File: config.mk
export PLATFORM = sky130hd
export DESIGN_NAME = rv32im_csr_unit
export DESIGN_NICKNAME = d
export VERILOG_FILES = /design/src/rtl/rv32im_csr_unit_pkg.sv /design/src/rtl/rv32im_csr_alu.sv /design/src/rtl/rv32im_csr_unit.sv
export SDC_FILE = /design/constraint.sdc
export NUM_CORES = 1
export LEC_CHECK = 0
export CELL_PAD_IN_SITES_DETAIL_PLACEMENT = 0
export CELL_PAD_IN_SITES_GLOBAL_PLACEMENT = 1
export CORE_ASPECT_RATIO = 1.4
export CORE_MARGIN = 10
export CORE_UTILIZATION = 34
export CTS_BUF_LIST = sky130_fd_sc_hd__clkbuf_16
export DETAILED_ROUTE_END_ITERATION = 6
export PLACE_DENSITY = 0.76
export SYNTH_ARGS = -nofsm -noshare
export SYNTH_HDL_FRONTEND = slang
export SYNTH_SLANG_ARGS = --single-unit
File: constraint.sdc
create_clock -name clk_i -period 2 [get_ports clk_i]
set_clock_uncertainty 0.1 [all_clocks]
set_input_delay 0.2 -clock clk_i [delete_from_list [all_inputs] [get_ports clk_i]]
set_output_delay 0.2 -clock clk_i [all_outputs]
set_load 0.05 [all_outputs]
File: src/rtl/rv32im_csr_unit_pkg.sv
// rtl/rv32im_csr_unit_pkg.sv - shared encodings, FSM states and legality helpers for the CSR unit
package rv32im_csr_unit_pkg;

  localparam int API_XLEN  = 32;
  localparam int CSR_WIDTH = 12;

  // Zicsr funct3 encodings
  localparam logic [2:0] F3_CSRRW  = 3'b001;
  localparam logic [2:0] F3_CSRRS  = 3'b010;
  localparam logic [2:0] F3_CSRRC  = 3'b011;
  localparam logic [2:0] F3_CSRRWI = 3'b101;
  localparam logic [2:0] F3_CSRRSI = 3'b110;
  localparam logic [2:0] F3_CSRRCI = 3'b111;

  // Privilege encodings
  localparam logic [1:0] PRIV_U = 2'b00;
  localparam logic [1:0] PRIV_S = 2'b01;
  localparam logic [1:0] PRIV_M = 2'b11;

  typedef enum logic [2:0] {
    ST_IDLE    = 3'd0,
    ST_READ    = 3'd1,
    ST_CAPTURE = 3'd2,
    ST_WRITE   = 3'd3,
    ST_RESP    = 3'd4
  } csr_state_e;

  // RW forms always write; set/clear forms write only with a non-zero rs1/zimm.
  function automatic logic csr_write_intent(input logic [1:0] f3_op, input logic [4:0] rs1_idx);
    return (f3_op == 2'b01) || (rs1_idx != 5'd0);
  endfunction

  // addr_hi is csr_addr[11:8]: [3:2] read-only marker, [1:0] minimum privilege.
  function automatic logic csr_illegal(input logic [1:0] f3_op, input logic [3:0] addr_hi,
                                       input logic [1:0] priv, input logic wr_intent);
    return (f3_op == 2'b00) || (priv < addr_hi[1:0]) || (wr_intent && (addr_hi[3:2] == 2'b11));
  endfunction

endpackage

File: src/rtl/rv32im_csr_alu.sv
// rtl/rv32im_csr_alu.sv - combinational new-value computation for CSRRW/RS/RC and immediate forms
// Ports: funct3_i (instruction funct3), old_i (current CSR value), operand_i (rs1 value or zimm),
//        new_o (value to write back).
module rv32im_csr_alu
  import rv32im_csr_unit_pkg::*;
#(
  parameter int XLEN = API_XLEN
) (
  input  logic [2:0]      funct3_i,
  input  logic [XLEN-1:0] old_i,
  input  logic [XLEN-1:0] operand_i,
  output logic [XLEN-1:0] new_o
);

  always_comb begin
    new_o = old_i;
    case (funct3_i)
      F3_CSRRW, F3_CSRRWI: new_o = operand_i;
      F3_CSRRS, F3_CSRRSI: new_o = old_i | operand_i;
      F3_CSRRC, F3_CSRRCI: new_o = old_i & ~operand_i;
      default:             new_o = old_i;
    endcase
  end

endmodule

File: src/rtl/rv32im_csr_unit.sv
// rtl/rv32im_csr_unit.sv - sequences Zicsr read-modify-write on the CSR regfile port
// Ports: req_* (request handshake from execute: funct3, CSR address, rs1 index/zimm, rs1 value,
//        privilege), csr_* (regfile read/write port), resp_* (result handshake: old value in
//        rd_val_o, illegal_o exception flag). All outputs are registered.
module rv32im_csr_unit
  import rv32im_csr_unit_pkg::*;
#(
  parameter int XLEN   = API_XLEN,
  parameter int CSR_AW = CSR_WIDTH
) (
  input  logic              clk_i,
  input  logic              rst_n_i,
  input  logic              req_valid_i,
  output logic              req_ready_o,
  input  logic [2:0]        funct3_i,
  input  logic [CSR_AW-1:0] csr_addr_i,
  input  logic [4:0]        rs1_idx_i,
  input  logic [XLEN-1:0]   rs1_val_i,
  input  logic [1:0]        priv_mode_i,
  output logic [CSR_AW-1:0] csr_addr_o,
  output logic              csr_read_en_o,
  output logic              csr_write_en_o,
  output logic [XLEN-1:0]   csr_wdata_o,
  input  logic [XLEN-1:0]   csr_rdata_i,
  output logic              resp_valid_o,
  input  logic              resp_ready_i,
  output logic [XLEN-1:0]   rd_val_o,
  output logic              illegal_o
);

  csr_state_e r_state, w_state_nxt;

  logic [2:0]      r_funct3;
  logic [XLEN-1:0] r_operand;
  logic            r_wr_intent;
  logic [XLEN-1:0] r_old;

  logic            w_accept, w_wr_intent, w_illegal;
  logic [XLEN-1:0] w_operand, w_alu_new;

  logic              w_req_ready_nxt, w_read_en_nxt, w_write_en_nxt, w_resp_valid_nxt, w_illegal_nxt;
  logic [CSR_AW-1:0] w_addr_nxt;
  logic [XLEN-1:0]   w_wdata_nxt, w_rd_val_nxt;

  assign w_accept    = req_valid_i && req_ready_o;
  assign w_operand   = funct3_i[2] ? {{(XLEN-5){1'b0}}, rs1_idx_i} : rs1_val_i;
  assign w_wr_intent = csr_write_intent(funct3_i[1:0], rs1_idx_i);
  assign w_illegal   = csr_illegal(funct3_i[1:0], csr_addr_i[11:8], priv_mode_i, w_wr_intent);

  // The regfile returns the old value during CAPTURE, so the ALU works on it directly.
  rv32im_csr_alu #(.XLEN(XLEN)) u_alu (
    .funct3_i  (r_funct3),
    .old_i     (csr_rdata_i),
    .operand_i (r_operand),
    .new_o     (w_alu_new)
  );

  always_ff @(posedge clk_i or negedge rst_n_i) begin
    if (!rst_n_i) r_state <= ST_IDLE;
    else          r_state <= w_state_nxt;
  end

  always_comb begin
    w_state_nxt = r_state;
    case (r_state)
      ST_IDLE:    if (w_accept) w_state_nxt = w_illegal ? ST_RESP : ST_READ;
      ST_READ:    w_state_nxt = ST_CAPTURE;
      ST_CAPTURE: w_state_nxt = r_wr_intent ? ST_WRITE : ST_RESP;
      ST_WRITE:   w_state_nxt = ST_RESP;
      ST_RESP:    if (resp_ready_i) w_state_nxt = ST_IDLE;
      default:    w_state_nxt = ST_IDLE;
    endcase
  end

  // Output values for the coming cycle, registered below so every output is a flop.
  always_comb begin
    w_req_ready_nxt  = (w_state_nxt == ST_IDLE);
    w_read_en_nxt    = (w_state_nxt == ST_READ);
    w_write_en_nxt   = (w_state_nxt == ST_WRITE);
    w_resp_valid_nxt = (w_state_nxt == ST_RESP);
    w_addr_nxt       = csr_addr_o;
    w_wdata_nxt      = csr_wdata_o;
    w_rd_val_nxt     = '0;
    w_illegal_nxt    = 1'b0;
    case (r_state)
      ST_IDLE: begin
        if (w_accept && !w_illegal) w_addr_nxt = csr_addr_i;
        if (w_accept && w_illegal)  w_illegal_nxt = 1'b1;
      end
      ST_CAPTURE: begin
        if (r_wr_intent) w_wdata_nxt  = w_alu_new;
        else             w_rd_val_nxt = csr_rdata_i;
      end
      ST_WRITE: w_rd_val_nxt = r_old;
      ST_RESP: begin
        if (!resp_ready_i) begin
          w_rd_val_nxt  = rd_val_o;
          w_illegal_nxt = illegal_o;
        end
      end
      default: ;
    endcase
  end

  always_ff @(posedge clk_i or negedge rst_n_i) begin
    if (!rst_n_i) begin
      req_ready_o    <= 1'b1;
      csr_read_en_o  <= 1'b0;
      csr_write_en_o <= 1'b0;
      resp_valid_o   <= 1'b0;
      csr_addr_o     <= '0;
      csr_wdata_o    <= '0;
      rd_val_o       <= '0;
      illegal_o      <= 1'b0;
    end else begin
      req_ready_o    <= w_req_ready_nxt;
      csr_read_en_o  <= w_read_en_nxt;
      csr_write_en_o <= w_write_en_nxt;
      resp_valid_o   <= w_resp_valid_nxt;
      csr_addr_o     <= w_addr_nxt;
      csr_wdata_o    <= w_wdata_nxt;
      rd_val_o       <= w_rd_val_nxt;
      illegal_o      <= w_illegal_nxt;
    end
  end

  always_ff @(posedge clk_i or negedge rst_n_i) begin
    if (!rst_n_i) begin
      r_funct3    <= '0;
      r_operand   <= '0;
      r_wr_intent <= 1'b0;
      r_old       <= '0;
    end else begin
      if (r_state == ST_IDLE && w_accept) begin
        r_funct3    <= funct3_i;
        r_operand   <= w_operand;
        r_wr_intent <= w_wr_intent;
      end
      if (r_state == ST_CAPTURE) r_old <= csr_rdata_i;
    end
  end

endmodule
# After elaboration in Yosys (flattened, before gate mapping)
# Index checks and enable logic that the tools add are counted.
# Widths: inputs -> output; s select.
# word_totals
ff_bits	152
input_bits	90
out_inout_bits	81
word_cells	64
# classes
magnitude_cmp	1
eq_ne	16
n_mux	13
n_bitwise	3
n_reduce_logical	18
# op_table
operator	count
$pmux 32 s3	2
$mux 32	3
$and 32x32->32	1
$not 32->32	1
$or 32x32->32	1
$eq 3x2->1 const B	5
$eq 3x3->1 const B	5
$pmux 3 s5	1
$mux 3	4
$eq 3x1->1 const B	3
$logic_not 3->1	2
$reduce_or 2->1	3
$logic_and 1x1->1	5
$reduce_bool 5->1	1
$reduce_and 2->1	2
$logic_or 1x1->1	3
$eq 2x1->1 const B	1
$eq 2x2->1 const B	1
$logic_not 2->1	1
$lt 2x2->1	1
$mux 1	2
$ne 2x2->1 const B	1
$pmux 1 s2	1
$logic_not 1->1	1

# Depth between registers and ports, before layout
# depth
ltp_word	8
depth_mapped	7
depth_no_buf	5

# Hierarchy
# From an unflattened synthesis, not the netlist that was laid out.
# unflattened
cells_unflattened	606
hier_area_um2	6949.2
# modules_own_cells
module	instances	cells_each	area_each_um2
rv32im_csr_unit	1	464	6020.8
rv32im_csr_alu	1	142	928.4

# Least setup slack after synthesis
# No wires, ideal clock.
# synth_timing
path_kind	register to register
startpoint	register req_ready_o
endpoint	register csr_addr_o[10]
setup_ns	0.125
arrival_ns	2.108
required_time_ns	1.775
slack_ns	-0.333
path_stages_with_launch	7
path_buffers	2
synth_period_minus_slack_ns	2.333
cell_sequence	dfstp_2 -> nand2_1 -> or4_1 -> clkbuf_1 -> nor4_4 -> buf_8 -> mux2_4
# synth_via
elab_chain_cells	3
# synth_lines
item	line	source
from (decl)	rv32im_csr_unit.sv:14	output logic req_ready_o,
from (signal assigned)	rv32im_csr_unit.sv:116	req_ready_o <= w_req_ready_nxt;
$logic_and 1x1->1	rv32im_csr_unit.sv:45	assign w_accept = req_valid_i && req_ready_o;
$logic_and 1x1->1	rv32im_csr_unit.sv:87	if (w_accept && !w_illegal) w_addr_nxt = csr_addr_i;
$reduce_and 2->1 (no line)	--	
to (signal assigned)	rv32im_csr_unit.sv:120	csr_addr_o <= w_addr_nxt;
to (decl)	rv32im_csr_unit.sv:20	output logic [CSR_AW-1:0] csr_addr_o,
# No other way between the ends.
# A chain may end at the register's enable or synchronous reset.

# Worst setup path in the final report
# layout_timing
startpoint	register req_ready_o
endpoint	register csr_addr_o[2]
# The elaborated chain is that of the path after synthesis.

==> results.yml <==
clock_network:
  cts_tree: "done"
  htreeDepth: 4
  path_clk_slew_ns: 0.07
  clkLatencyLatePin_ns: 0.43
  cts.sinks: 151
  clock_tree.root_cell: "clkbuf_16"
  cts_buffers: 17
  clockBufferDepth: 2
worst_setup_path:
  r2r_end: "csr_addr_o[2]"
  crit_required_ns: 2.21
  reg2regPathDepth: 5
  critPathMaxFanout: 8
  crit_chain: "nand2_2 > or4_4 > nor4_4 > buf_6 > mux2_2"
  end_kind: "flop"
  crit_family: "simple AND/OR/NAND/NOR gates"
  worstSetupPathType: "flop to flop"
  path_buf_inv: 1
  slowest_delay_ns: 0.54
  rr_startpoint: "req_ready_o"
  reg2reg_slack_ns: 0.0003
  cp_slowest_cell: "dfstp_2"
  cp-start-kind: "flop"
  arrival_ns: 2.21
power:
  power_density_nw_per_um2: 1610
  p_total_mw: 15.4
  peakVddDrop_uv: 723
  leakage_nw: 4.34
placement:
  io_buffer_count: 170
  dpl.hpwl_um: 14900
  gp_congestion: 0.822
  dpl_cell_area_um2: 8910
run:
  cap_violations: 0
die:
  io_pins: 171
  fp.coreArea_um2: 19300
  floorplan.initialDensity_pct: 34.7
  die_w_um: 139
  die_area_um2: 25800
  rows: 60
  die_y_um: 186
route:
  drtPass1Iterations: 7
  drc: 3
  wl_per_cell_um: 20.5
  dr_total_vias: 5420
  drt_iter0_markers: 512
  antenna_left: 0
  totalWireLength_um: 21400
  vias_per_cell: 5.19
timing:
  finalHoldViolations: 0
  max_freq_mhz: 500
  setup_viol_count_final: 0
  drv_slew: 0
  fin_crit_sh_pct: 100
  relSlewSlack_pct: 57.5
  rsz0062_at_grt: "true"
  period_needed_ns: 2.00
  tightest_slew_ns: 0.637
hold_path:
  min_from: "rs1_idx_i[1]"
  hp-class: "primary input to flop"
  hold_depth: 3
  min_to: "r_operand[1]"
outcome:
  violations: "design-rule violations"
  outcome: "finished, violations left"
logic_synthesis:
  yosysSeqAreaShare_pct: 56.4
  synth_edf_count: 0
  syn_nets: 690
  netlist_instances: 599
  synthArstFlopShare_pct: 100
  synthesis.area_um2: 6700
  synth_area_per_cell_um2: 11.2
  ys_dominant_reg_cell: "dfrtp_1"
  ys_seq_elements: 151
  yosysWarnings: 0
  yosysUniqueCellTypes: 28
cells_and_area:
  area.growth.synth_to_final_pct: 42.8
  stdcell_area_um2: 9580
  utilization_pct: 49.6
  antennaDiodeCount: 0
  nets: 875
  drive_gt1_share_pct: 21.0
grt:
  grt_pass1_vias: 5865
  gr-total-overflow: 0
  track_usage_pct: 16.5
  antenna_found_initial: 0
  grt_max_degree: 69
  grt_pass1_wl_um: 33600
==> state kept, by name, summed over array words and instances (netlist names) <==
| register | flops |
|---|---|
| csr_addr_o | 12 |
| csr_read_en_o | 1 |
| csr_wdata_o | 32 |
| csr_write_en_o | 1 |
| illegal_o | 1 |
| r_funct3 | 2 |
| r_old | 32 |
| r_operand | 32 |
| r_state | 3 |
| r_wr_intent | 1 |
| rd_val_o | 32 |
| req_ready_o | 1 |
| resp_valid_o | 1 |
==> worst max-delay path by stage <==
stage                  from        endpoint  slack [ns]  depth (start not counted)
2_1_floorplan   req_ready_o  csr_addr_o[10]       -0.31                          6
3_3_place_gp   rs1_idx_i[1]  csr_addr_o[11]       -0.60                          6
3_5_place_dp   rs1_idx_i[0]   csr_addr_o[1]       -0.62                          6
4_1_cts         req_ready_o  csr_addr_o[11]       -0.14                          5
5_1_grt         req_ready_o   csr_addr_o[2]       -0.07                          5
6_report        req_ready_o   csr_addr_o[2]      0.0003                          5
==> placed cells by master (no fill, tap or decap), types with 30 or more instances in the layout <==
| cell type | count |
|---|---|
| nand2_1 | 107 |
| dfrtp_1 | 149 |
| o21ai_0 | 66 |
| clkdlybuf4s50_1 | 158 |
| a222oi_1 | 32 |
| buf_4 | 38 |
| inv_1 | 34 |
| mux2_2 | 66 |
| o221ai_1 | 32 |
| nand2b_1 | 30 |
==> area by class of cell <==
type | instances | area [um^2]
clock inverters | 15 | 184
flip-flops and latches | 151 | 3780
fillers | 1712 | 9720
multi-input cells | 370 | 2670
repair buffers | 210 | 2080
clock buffers | 17 | 425
well taps | 248 | 310
inverters | 34 | 128
==> power by group <==
group	switching [mW]	leakage, nW	total [mW]	internal [mW]
registers	0.885	1.92	5.22	4.34
clock network	1.41	0.292	3.29	1.89
logic	4.11	2.13	6.86	2.75
==> worst min-delay path, cell delays in order <==
cell	delay, ns
dlymetal6s2s_1	0.10
mux2i_1	0.10
o21ai_0	0.17
==> cells in the mapped netlist, drive strengths merged, types with 2 or more instances <==
library cell	instances	area (um^2)
mux2	76	886
and2	2	12.5
o221ai	32	280
dfrtp	150	3750
nor2b	3	18.8
nand2	109	409
o21ai	66	330
a21oi	2	10.0
nor3b	2	15.0
a222oi	32	320
mux2i	5	50.1
clkbuf	43	161
or4	2	18.8
nor4	2	27.5
inv	34	128
nand2b	30	188
==> through the flow <==
stage,setup slack (ns),hold WS [ns],setup TNS [ns],instances
after floorplan,-0.310,-0.196,-3.40,599
after global placement,-0.603,0.00989,-14.28,1011
after detailed placement,-0.623,0.0168,-16.04,1011
after CTS,-0.141,0.117,-1.29,1045
after global routing,-0.0670,0.143,-0.659,1045
final,0.000342,0.0904,0,1045
==> kinds of logic after synthesis <==
group	share of synthesized area, %
buf+inv	4.54
simple gates	10.6
flops	56.4
fa+ha+maj	0.187
mux	14.0
compound gates	14.3
==> metal layers <==
layer	GRT usage [%]	vias up	wire length, um
met5	0	-	0
met4	5.86	0	358
met3	3.83	24	1030
met2	31.1	160	11700
met1	17.7	2711	8310
li1	-	2525	-
==> timing repair <==
item                                   4_1_cts  5_1_grt
hold buffers                                 1        0
endpoints found under the hold margin      150        0
pin swaps                                    1        3
resized for setup                            6        5
setup endpoints to repair                   47       28
buffers inserted                             1        0
Note: power is estimated with default switching activity, not from simulation.
